## config.mk

```make
export PLATFORM = sky130hd
export DESIGN_NAME = spi_target
export DESIGN_NICKNAME = d
export VERILOG_FILES = /design/src/rtl/spi_target.sv
export SDC_FILE = /design/constraint.sdc
export NUM_CORES = 1
export LEC_CHECK = 0
export ABC_AREA = 1
export BUFFER_PORTS_ARGS = -buffer_cell sky130_fd_sc_hd__buf_4
export CAP_MARGIN = 20
export CORE_UTILIZATION = 54
export DETAILED_ROUTE_END_ITERATION = 6
export PLACE_DENSITY = 0.86
export SKIP_LAST_GASP = 1
export SYNTH_ARGS = -nofsm -noshare
export SYNTH_HDL_FRONTEND = slang
export SYNTH_SLANG_ARGS = --single-unit
```

## constraint.sdc

```tcl
create_clock -name clk -period 2 [get_ports clk]
set_input_delay 0.1 -clock clk [delete_from_list [all_inputs] [get_ports clk]]
set_output_delay 0.1 -clock clk [all_outputs]
set_load 0.03 [all_outputs]
```

## src/rtl/spi_target.sv

```systemverilog
// rtl/spi_target.sv - SPI mode-0 target exchanging bytes with software through TX/RX byte FIFOs
//
// spi_target_fifo: byte FIFO with first-word fall-through read data.
//   clk, rst          clock and synchronous active-high reset
//   wr_en, wr_data    push request and byte (ignored when full unless a pop happens the same clk)
//   rd_en             pop request (ignored when empty)
//   rd_data           current head byte
//   empty, full       occupancy flags
//
// spi_target: SPI mode-0 responder; all pins are oversampled in the clk domain.
//   clk, Rst                     mmio clock and synchronous active-high reset
//   spi_sck, spi_cs, spi_mosi    asynchronous SPI pins from the host
//   spi_miso, spi_miso_oe        data to the host and its output enable
//   spi_din, spi_wr              byte to queue for transmission and its push strobe
//   spi_rd, spi_dout             RX pop strobe and RX head (0 while empty)
//   spi_data_avail               RX FIFO not empty
//   spi_buffer_empty/full        TX FIFO occupancy
//   spi_rx_overflow              sticky: a received byte was dropped
//   spi_tx_underrun              sticky: IDLE_BYTE was sent in place of a missing TX byte
//   spi_clr_err                  clears both sticky flags (a same-clk set wins)

module spi_target_fifo #(
  parameter int DEPTH = 4
) (
  input  logic       clk,
  input  logic       rst,
  input  logic       wr_en,
  input  logic [7:0] wr_data,
  input  logic       rd_en,
  output logic [7:0] rd_data,
  output logic       empty,
  output logic       full
);
  localparam int AW = $clog2(DEPTH);

  logic [7:0]    mem_q [DEPTH];
  logic [7:0]    mem_d [DEPTH];
  logic [AW-1:0] wr_ptr_q, wr_ptr_d;
  logic [AW-1:0] rd_ptr_q, rd_ptr_d;
  logic [AW:0]   count_q, count_d;
  logic          do_push, do_pop;

  assign empty   = (count_q == '0);
  assign full    = (count_q == (AW+1)'(DEPTH));
  assign rd_data = mem_q[rd_ptr_q];

  always_comb begin
    mem_d    = mem_q;
    wr_ptr_d = wr_ptr_q;
    rd_ptr_d = rd_ptr_q;
    count_d  = count_q;
    do_pop   = rd_en && !empty;
    // A pop in the same clk frees a slot, so a push into a full FIFO still lands.
    do_push  = wr_en && (!full || do_pop);
    if (do_push) begin
      mem_d[wr_ptr_q] = wr_data;
      wr_ptr_d        = wr_ptr_q + 1'b1;
    end
    if (do_pop) begin
      rd_ptr_d = rd_ptr_q + 1'b1;
    end
    if (do_push && !do_pop) begin
      count_d = count_q + 1'b1;
    end else if (!do_push && do_pop) begin
      count_d = count_q - 1'b1;
    end
  end

  always_ff @(posedge clk) begin
    if (rst) begin
      wr_ptr_q <= '0;
      rd_ptr_q <= '0;
      count_q  <= '0;
    end else begin
      wr_ptr_q <= wr_ptr_d;
      rd_ptr_q <= rd_ptr_d;
      count_q  <= count_d;
    end
  end

  // Storage needs no reset: nothing reads it while the count says empty.
  always_ff @(posedge clk) begin
    mem_q <= mem_d;
  end
endmodule

module spi_target #(
  parameter int         FIFO_DEPTH = 4,
  parameter logic [7:0] IDLE_BYTE  = 8'hFF
) (
  input  logic       clk,
  input  logic       Rst,
  input  logic       spi_sck,
  input  logic       spi_cs,
  input  logic       spi_mosi,
  output logic       spi_miso,
  output logic       spi_miso_oe,
  input  logic [7:0] spi_din,
  input  logic       spi_wr,
  input  logic       spi_rd,
  output logic [7:0] spi_dout,
  output logic       spi_data_avail,
  output logic       spi_buffer_empty,
  output logic       spi_buffer_full,
  output logic       spi_rx_overflow,
  output logic       spi_tx_underrun,
  input  logic       spi_clr_err
);
  typedef enum logic {
    ST_IDLE,
    ST_SHIFT
  } state_t;

  state_t     state_q, state_d;
  logic [3:0] bit_cnt_q, bit_cnt_d;
  logic [7:0] tx_shift_q, tx_shift_d;
  logic [7:0] rx_shift_q, rx_shift_d;
  logic       rx_ovf_q, rx_ovf_d;
  logic       tx_unr_q, tx_unr_d;

  // Two synchroniser stages plus one history stage for edge detection.
  logic sck_s1_q, sck_s1_d, sck_s2_q, sck_s2_d, sck_h_q, sck_h_d;
  logic cs_s1_q, cs_s1_d, cs_s2_q, cs_s2_d, cs_h_q, cs_h_d;
  logic mosi_s1_q, mosi_s1_d, mosi_s2_q, mosi_s2_d;

  logic       sck_rise, sck_fall, cs_rise, cs_fall;
  logic       load, tx_pop, rx_push, underrun_set, overflow_set;
  logic [7:0] rx_byte;
  logic [7:0] tx_head, rx_head;
  logic       tx_empty, tx_full, rx_empty, rx_full;

  assign sck_rise = sck_s2_q && !sck_h_q;
  assign sck_fall = !sck_s2_q && sck_h_q;
  assign cs_rise  = cs_s2_q && !cs_h_q;
  assign cs_fall  = !cs_s2_q && cs_h_q;
  assign rx_byte  = {rx_shift_q[6:0], mosi_s2_q};

  always_comb begin
    sck_s1_d  = spi_sck;
    sck_s2_d  = sck_s1_q;
    sck_h_d   = sck_s2_q;
    cs_s1_d   = spi_cs;
    cs_s2_d   = cs_s1_q;
    cs_h_d    = cs_s2_q;
    mosi_s1_d = spi_mosi;
    mosi_s2_d = mosi_s1_q;

    state_d    = state_q;
    bit_cnt_d  = bit_cnt_q;
    tx_shift_d = tx_shift_q;
    rx_shift_d = rx_shift_q;
    load       = 1'b0;
    tx_pop     = 1'b0;
    rx_push    = 1'b0;

    case (state_q)
      ST_IDLE: begin
        if (cs_fall) begin
          state_d   = ST_SHIFT;
          bit_cnt_d = '0;
          load      = 1'b1;
        end
      end
      ST_SHIFT: begin
        if (cs_rise) begin
          // Partial RX byte and any loaded TX byte are simply abandoned.
          state_d   = ST_IDLE;
          bit_cnt_d = '0;
        end else if (sck_rise) begin
          rx_shift_d = rx_byte;
          bit_cnt_d  = bit_cnt_q + 4'd1;
          if (bit_cnt_q == 4'd7) begin
            rx_push = 1'b1;
          end
        end else if (sck_fall) begin
          if (bit_cnt_q == 4'd8) begin
            load      = 1'b1;
            bit_cnt_d = '0;
          end else begin
            tx_shift_d = {tx_shift_q[6:0], 1'b0};
          end
        end
      end
      default: begin
        state_d = ST_IDLE;
      end
    endcase

    underrun_set = 1'b0;
    if (load) begin
      if (tx_empty) begin
        tx_shift_d   = IDLE_BYTE;
        underrun_set = 1'b1;
      end else begin
        tx_shift_d = tx_head;
        tx_pop     = 1'b1;
      end
    end

    // A simultaneous software read frees the slot, so only a full FIFO with no read drops.
    overflow_set = rx_push && rx_full && !spi_rd;

    // Set beats clear when both happen in the same clk.
    rx_ovf_d = overflow_set || (rx_ovf_q && !spi_clr_err);
    tx_unr_d = underrun_set || (tx_unr_q && !spi_clr_err);
  end

  always_ff @(posedge clk) begin
    if (Rst) begin
      // cs history resets low so a cs already low at reset release sees no falling edge.
      sck_s1_q   <= 1'b0;
      sck_s2_q   <= 1'b0;
      sck_h_q    <= 1'b0;
      cs_s1_q    <= 1'b0;
      cs_s2_q    <= 1'b0;
      cs_h_q     <= 1'b0;
      mosi_s1_q  <= 1'b0;
      mosi_s2_q  <= 1'b0;
      state_q    <= ST_IDLE;
      bit_cnt_q  <= '0;
      tx_shift_q <= '0;
      rx_shift_q <= '0;
      rx_ovf_q   <= 1'b0;
      tx_unr_q   <= 1'b0;
    end else begin
      sck_s1_q   <= sck_s1_d;
      sck_s2_q   <= sck_s2_d;
      sck_h_q    <= sck_h_d;
      cs_s1_q    <= cs_s1_d;
      cs_s2_q    <= cs_s2_d;
      cs_h_q     <= cs_h_d;
      mosi_s1_q  <= mosi_s1_d;
      mosi_s2_q  <= mosi_s2_d;
      state_q    <= state_d;
      bit_cnt_q  <= bit_cnt_d;
      tx_shift_q <= tx_shift_d;
      rx_shift_q <= rx_shift_d;
      rx_ovf_q   <= rx_ovf_d;
      tx_unr_q   <= tx_unr_d;
    end
  end

  spi_target_fifo #(.DEPTH(FIFO_DEPTH)) u_tx_fifo (
    .clk     (clk),
    .rst     (Rst),
    .wr_en   (spi_wr),
    .wr_data (spi_din),
    .rd_en   (tx_pop),
    .rd_data (tx_head),
    .empty   (tx_empty),
    .full    (tx_full)
  );

  spi_target_fifo #(.DEPTH(FIFO_DEPTH)) u_rx_fifo (
    .clk     (clk),
    .rst     (Rst),
    .wr_en   (rx_push),
    .wr_data (rx_byte),
    .rd_en   (spi_rd),
    .rd_data (rx_head),
    .empty   (rx_empty),
    .full    (rx_full)
  );

  assign spi_miso_oe      = (state_q == ST_SHIFT);
  assign spi_miso         = (state_q == ST_SHIFT) ? tx_shift_q[7] : 1'b0;
  assign spi_dout         = rx_empty ? 8'h00 : rx_head;
  assign spi_data_avail   = !rx_empty;
  assign spi_buffer_empty = tx_empty;
  assign spi_buffer_full  = tx_full;
  assign spi_rx_overflow  = rx_ovf_q;
  assign spi_tx_underrun  = tx_unr_q;
endmodule

```

==> results of run 1 <==
## kinds of logic after synthesis
kind of cell | synth area share
fa+ha+maj | 0.0406
compound gates | 0.0699
xor+xnor | 0.00561
flops | 0.598
simple gates | 0.221
buf+inv | 0.0646
## cells in the final DEF, fill, tap and decap left out, types with 2 or more instances in the layout
| master | synthesis | routed |
|---|---|---|
| nand2_2 | 3 | 2 |
| nand3_4 | 1 | 3 |
| nand4_1 | 2 | 2 |
| ha_4 | 0 | 4 |
| nand3_1 | 28 | 28 |
| inv_6 | 0 | 2 |
| fa_2 | 0 | 2 |
| xor2_1 | 3 | 3 |
| nand2_4 | 3 | 6 |
| a21oi_2 | 2 | 4 |
| o21ai_1 | 1 | 6 |
| nor2_4 | 3 | 4 |
| dlygate4sd3_1 | 0 | 12 |
| clkbuf_8 | 0 | 11 |
| buf_4 | 1 | 74 |
| nor2_1 | 94 | 93 |
| a21oi_1 | 26 | 24 |
| inv_2 | 3 | 7 |
| edfxtp_1 | 64 | 64 |
| dfxtp_2 | 0 | 5 |
| inv_1 | 49 | 44 |
| dfxtp_1 | 44 | 38 |
| nor3_2 | 0 | 2 |
| o21ai_0 | 35 | 29 |
| nand2_1 | 97 | 95 |
| ha_1 | 12 | 8 |
| clkinv_2 | 0 | 2 |
## power breakdown
group          total (mW)  internal (mW)  switching (mW)  leakage (nW)
Clock                1.25          0.529           0.725        0.0934
Combinational        1.35          0.518           0.831          1.38
Sequential           2.51           2.44          0.0702         0.905
## worst min-delay path: stages
cell and delay [ps]:
buf_4 100, nand3_1 70, nand2_1 60, nor2_1 40
## path summary, 6_finish.rpt
kind / end / from / slack (ps) / depth (start not counted)
hold / removal: u_tx_fifo.wr_ptr_q[0] / spi_wr / 50 / 4
setup reg to reg: u_tx_fifo.count_q[2] / bit_cnt_q[0] / -110 / 15
setup / recovery: u_tx_fifo.count_q[2] / bit_cnt_q[0] / -110 / 15
hold reg to reg: sck_h_d / sck_s1_q / 410 / 2
## through the flow
step | total power [mW] | hold WS, ps | area (sq um) | cells
2_1_floorplan | 3.33 | 199 | 4760 | 499
3_3_place_gp | 3.73 | 297 | 5240 | 647
3_5_place_dp | 3.77 | 304 | 5240 | 647
4_1_cts | 5.08 | 30.1 | 5640 | 682
5_1_grt | 5.34 | 44.7 | 5740 | 691
6_report | 5.12 | 46.7 | 5740 | 691
## state kept, by name (all words and copies together), names as in the netlist
| signal | flops |
|---|---|
| sck_h_d | 1 |
| u_rx_fifo.mem_q | 32 |
| u_tx_fifo.mem_q | 32 |
| u_rx_fifo.rd_ptr_q | 2 |
| spi_tx_underrun | 1 |
| mosi_s1_q | 1 |
| cs_h_d | 1 |
| u_tx_fifo.count_q | 3 |
| u_rx_fifo.count_q | 3 |
| u_tx_fifo.rd_ptr_q | 2 |
| spi_miso_oe | 1 |
| bit_cnt_q | 4 |
| cs_h_q | 1 |
| u_tx_fifo.wr_ptr_q | 2 |
| rx_shift_q | 7 |
| tx_shift_q | 8 |
| cs_s1_q | 1 |
| u_rx_fifo.wr_ptr_q | 2 |
| mosi_s2_q | 1 |
| sck_s1_q | 1 |
| spi_rx_overflow | 1 |
| sck_h_q | 1 |
## what timing repair did
item | CTS | global route
endpoints found under the setup margin | 7 | 5
buffers inserted | 7 | 9
pin swaps | 12 | 8
gates resized for setup | 10 | 10
endpoints found under the hold margin | 37 | 0
hold buffers | 12 | 0
## final cells by class
cell class	count	area [sq um]	share of cell area
timing repair buffer	87	687	0.120
tap	105	131	0.0229
clock inverter	4	30.0	0.00523
inverter	54	211	0.0368
clock buffer	12	155	0.0270
multi-input combinational	321	1710	0.298
sequential	108	2810	0.490
## layer usage
metal / vias up / GRT usage / part of all wire
met5: - / 0 / 0
met4: 0 / 0.0934 / 0.015
met3: 15 / 0.0455 / 0.041
met2: 83 / 0.399 / 0.54
met1: 1690 / 0.239 / 0.40
li1: 1776 / - / -
==> out/qor.yml, run 1 <==
cells_and_area:
  nets: 611
  final_util: 0.692
  synthToLayoutAreaGrowth_pct: 22.5
  antennaDiodeCount: 0
  drive_gt1_frac: 0.234
  fillers: 578
critical_path:
  worstPathMaxFanout: 3
  critPathMaxStageDelay_ps: 340
  setup.worst_path.class: "flip-flop to flip-flop"
  worst-path-buf-inv: 3
  crit_chain: "inv_2 > ha_4 > nand3_4 > nor2_4 > nand2_4 > nand3_4 > nand2_2 > inv_2 > ha_4 > inv_2 > fa_2 > a21oi_2 > o21ai_1 > o21ai_1 > a21oi_1"
  start_kind: "flip-flop"
  critPathRequiredTime_ps: 2250
  arrival_ps: 2360
  cp-end-kind: "flip-flop"
  slowest_stage: "dfxtp_2"
  critPathTopFamily: "adder cells"
  crit_path_frequent_cell: "inv_2"
place:
  dp_slack_ps: -120
  numPortBuffers: 30
  hpwl_um: 5950
  place_congestion: 0.829
drt:
  drc_errors: 0
  first_iter_violations: 141
  post_drt_wl_per_cell_um: 13.6
  vias: 3564
  drt_pre_antenna_iters: 5
  drtAntennaViolNets: 0
  wl_um: 9420
  vias_per_cell: 5.16
timing:
  worst_pin_slew_ps: 724
  setup_viol: 2
  period_needed_ps: 2110
  fin_skew_ps: 13.5
  finalWorstSetupSlack_ps: -108
  maxSlewHeadroom: 0.517
  fmax_mhz: 474
  rsz0062_at_grt: "true"
  tns_ps: -163
  period_share: 1.05
  drv_slew: 0
  final_hold_viol_count: 0
clocking:
  cts-root-buf: "clkbuf_8"
  cts.sinks: 108
  cts_buffers: 9
  clk_latency_ps: 370
  cts_tree: "yes"
  cts.clk_slew.worst_paths_ps: 100
  cts_max_path_buffers: 2
  htree_levels: 3
floorplan:
  core_area_sq_um: 8300
  ios: 31
  fp.dieW_um: 95.2
  fp.dieArea_sq_um: 9060
  die_h_um: 95.2
  start_util: 0.565
  num_rows: 33
global_route:
  gr-total-overflow: 0
  grt_max_degree: 25
  grt_pass1_wl_um: 14900
  gr-usage-all-layers: 0.217
  antenna_found_initial: 0
  grt_pass1_vias: 3441
synthesis:
  synth_fp_nets: 529
  synth_top_cell_by_area: "edfxtp_1"
  synth.top_cell.area_share: 0.410
  syn_avg_cell_area_sq_um: 9.39
  ys_ff_latch: 108
  ys_seq_area_frac: 0.598
  netlist_area_sq_um: 4690
  ys_warn_count: 0
  synth_edf_count: 64
  synth_most_common_cell: "nand2_1"
  async_flop_share: 0
  ys.flop_type: "edfxtp_1"
  yosys-top-cells-count: "97 x nand2_1, 94 x nor2_1, 64 x edfxtp_1"
  syn_inst: 499
  synthTopCellsByArea: "edfxtp_1 41%, dfxtp_1 19%, nand2_1 7.8%"
  ys_types: 30
outcome:
  violations: "setup timing"
  status: "finished with violations"
power_and_ir_drop:
  power.density_nw_per_um2: 891
  ir_drop_v: 0.000604
  cellLeakagePower_nw: 2.38
hold_path:
  hold_class: "primary input to flip-flop"
run:
  maxCapViolations: 0
No activity file was read; power rests on OpenSTA's default activity.
==> run 2, diff against run 1 <==
--- a/config.mk
+++ b/config.mk
@@ -6,8 +6,9 @@
 export NUM_CORES = 1
 export LEC_CHECK = 0
 export ABC_AREA = 1
-export BUFFER_PORTS_ARGS = -buffer_cell sky130_fd_sc_hd__buf_4
+export BUFFER_PORTS_ARGS = -buffer_cell sky130_fd_sc_hd__buf_2
 export CAP_MARGIN = 20
+export CORE_MARGIN = 10
 export CORE_UTILIZATION = 54
 export DETAILED_ROUTE_END_ITERATION = 6
 export PLACE_DENSITY = 0.86
==> run 2 against run 1 <==
The flow still finishes with violations (setup timing). Count of clock-buffer cells in the layout is 2 lower. Flip-flop and latch count stayed put. Global-route usage decreased by 6.7 points. Utilization down 2.2 points. Non-clock buffer count decreased by 11. Combinational power is 10% lower. First-iteration DRC count decreased by 2.8%. Cell count down 1.6%. Register-to-register slack improved by 100 ps. Highest routed layer unchanged.
==> out/qor.yml, run 2 (synthesis results as in run 1) <==
timing:
  rsz0062_at_grt: "true"
  final_hold_viol_count: 0  # unchanged
  drv_slew: 0  # unchanged
  setup_viol: 2  # unchanged
  period_share: 1.00  # -0.0509
  finalWorstSetupSlack_ps: -6.27  # +102 ps
  fmax_mhz: 498  # +5.1%
  worst_pin_slew_ps: 728  # +4.68 ps
  period_needed_ps: 2010  # -102 ps
  maxSlewHeadroom: 0.514  # -0.00312
  fin_skew_ps: 15.3  # +1.83 ps
critical_path:
  start_kind: "flip-flop"
  rr_endpoint: "u_tx_fifo.count_q[2]"
  r2r-start: "bit_cnt_q[0]"
  crit_path_frequent_cell: "inv_2"
  worst-r2r-cell-count: 15  # unchanged
  worst-path-buf-inv: 3  # unchanged
  worstPathMaxFanout: 3  # unchanged
  cp-end-kind: "flip-flop"
  critPathTopFamily: "adder cells"
  critPathRequiredTime_ps: 2260  # about the same
  slowest_stage: "dfxtp_2"
  crit_chain: "inv_2 > ha_4 > nand3_4 > nor2_4 > nand2_4 > nand3_4 > nand2_2 > inv_2 > ha_4 > inv_2 > fa_2 > a21oi_2 > o21ai_1 > o21ai_1 > a21oi_1"
  setup.worst_path.class: "flip-flop to flip-flop"
  arrival_ps: 2270  # -90 ps
  reg2reg_setup_slack_ps: -6  # +100 ps
  critPathMaxStageDelay_ps: 340  # about the same
place:
  place_congestion: 0.824  # -0.68%
  hpwl_um: 6360  # +6.9%
  post-place-cells: 648  # +0.15%
  dp_slack_ps: -89.5  # +30.2 ps
  numPortBuffers: 30  # unchanged
cells_and_area:
  final_common_cell: "nand2_1"
  seq_area_sq_um: 2810  # about the same
  drive_gt1_frac: 0.216  # -0.0181
  nets: 600  # -1.8%
  antennaDiodeCount: 0  # unchanged
  fillers: 614  # +6.2%
  most-common-layout-cells: "96 x nand2_1, 94 x nor2_1, 64 x edfxtp_1"
  synthToLayoutAreaGrowth_pct: 19.2
  instances_no_fill: 680  # -1.6%
  final_util: 0.670  # -0.0219
  multi_input_area_sq_um: 1690  # -1.3%
  biggestRegsByFlops: "u_rx_fifo.mem_q (32), u_tx_fifo.mem_q (32), tx_shift_q (8)"
global_route:
  met2_usage: 0.277  # -0.122
  use_met3: 0.0401  # -0.00531
  grt_pass1_vias: 3546  # +3.1%
  gr-total-overflow: 0  # unchanged
  grt_pass1_wl_um: 15900  # +6.7%
  gr-usage-all-layers: 0.150  # -0.0666
  antenna_found_initial: 0  # unchanged
  grt_max_degree: 25  # unchanged
  top_usage_layer: "met2"
  met1_usage: 0.158  # -0.0805
drt:
  drtAntennaViolNets: 0  # unchanged
  vias_per_cell: 5.19  # +0.62%
  vias: 3529  # -0.98%
  drc_errors: 0  # unchanged
  post_drt_wl_per_cell_um: 14.0  # +2.5%
  drt_pre_antenna_iters: 4  # -1
  first_iter_violations: 137  # -2.8%
  wl_um: 9500  # +0.86%
floorplan:
  start_util: 0.562  # -0.00280
  core_area_sq_um: 8340  # +0.50%
  ios: 31  # unchanged
  fp.dieArea_sq_um: 12800  # +41%
  fp.dieW_um: 113  # +19%
  num_rows: 33  # unchanged
  die_h_um: 113  # +19%
power_and_ir_drop:
  power.density_nw_per_um2: 913  # +2.5%
  ir_drop_v: 0.000483  # -20%
  cellLeakagePower_nw: 2.31  # -2.9%
hold_path:
  hold_path_depth: 4  # unchanged
  min_to: "u_tx_fifo.wr_ptr_q[1]"
  hp-start: "spi_wr"
  hold_class: "primary input to flip-flop"
run:
  maxCapViolations: 0  # unchanged
outcome:
  status: "finished with violations"
  violations: "setup timing"
clocking:
  clk_latency_ps: 380  # about the same
  cts_tree: "yes"
  cts-root-buf: "clkbuf_8"
  cts_max_path_buffers: 2  # unchanged
  cts_buffers: 9  # unchanged
  cts.sinks: 108  # unchanged
  cts.clk_slew.worst_paths_ps: 100  # about the same
  htree_levels: 3  # unchanged
## run 2: cell types whose count changed in the layout (fill, tap and decap cells not counted), moves of 2 or more
| cell | before | now |
|---|---|---|
| buf_2 | 0 | 30 |
| buf_4 | 74 | 33 |
| nand2_4 | 6 | 4 |
| clkbuf_8 | 11 | 9 |
## run 2: cell type report
type,count,share of cell area
Clock buffer,10,0.0228
Clock inverter,6,0.0148
Inverter,54,0.0379
Multi-Input combinational cell,321,0.302
Sequential cell,108,0.504
Tap cell,105,0.0235
Timing Repair Buffer,76,0.0948
## run 2: where the power goes
group / total (mW) / switching, mW / internal, mW
Clock: 1.37 / 0.764 / 0.605
Sequential: 2.52 / 0.0786 / 2.44
Combinational: 1.21 / 0.800 / 0.410
## run 2: worst register-to-register path: cells and delay by family, from the launching register on
family,cells,cell delay (ps)
adders and majority gates,3,610
DFF,1,340
AOI/OAI and AO/OA,4,380
buffers and inverters,3,190
and+or+nand+nor,5,390
## run 2: repair_timing
| action | CTS | global route |
|---|---|---|
| gates resized for setup | 4 | 11 |
| endpoints found under the setup margin | 12 | 12 |
| setup buffers | 2 | 2 |
| endpoints found under the hold margin | 37 | 0 |
| pin swaps | 3 | 5 |
| hold buffers | 12 | 0 |
## run 2: metal layers
| layer | vias to the layer above | share of wire |
|---|---|---|
| met5 | - | 0 |
| met4 | 0 | 0.014 |
| met3 | 10 | 0.045 |
| met2 | 70 | 0.54 |
| met1 | 1690 | 0.40 |
| li1 | 1759 | - |
## run 2: worst max-delay path by stage
stage	to	from	slack (ps)	cells after the start
after detailed placement	u_rx_fifo.count_q[2]	u_rx_fifo.count_q[1]	-90	11
after CTS	u_rx_fifo.count_q[2]	cs_h_d	-30	14
after global placement	u_tx_fifo.count_q[2]	bit_cnt_q[1]	-4	15
final	u_tx_fifo.count_q[2]	bit_cnt_q[0]	-6	15
after floorplan	u_tx_fifo.count_q[2]	bit_cnt_q[1]	-60	15
after global routing	u_rx_fifo.count_q[2]	bit_cnt_q[0]	-130	13
## run 2: per-stage QoR
stage	hold WS [ps]	instance area [sq um]	TNS, ps	power, mW
6_report	46.8	5590	-6.55	5.10
3_5_place_dp	309	5170	-170	3.69
4_1_cts	43.0	5530	-27.2	5.07
2_1_floorplan	199	4760	-78.8	3.33
5_1_grt	71.6	5590	-418	5.39
3_3_place_gp	299	5170	-3.50	3.65
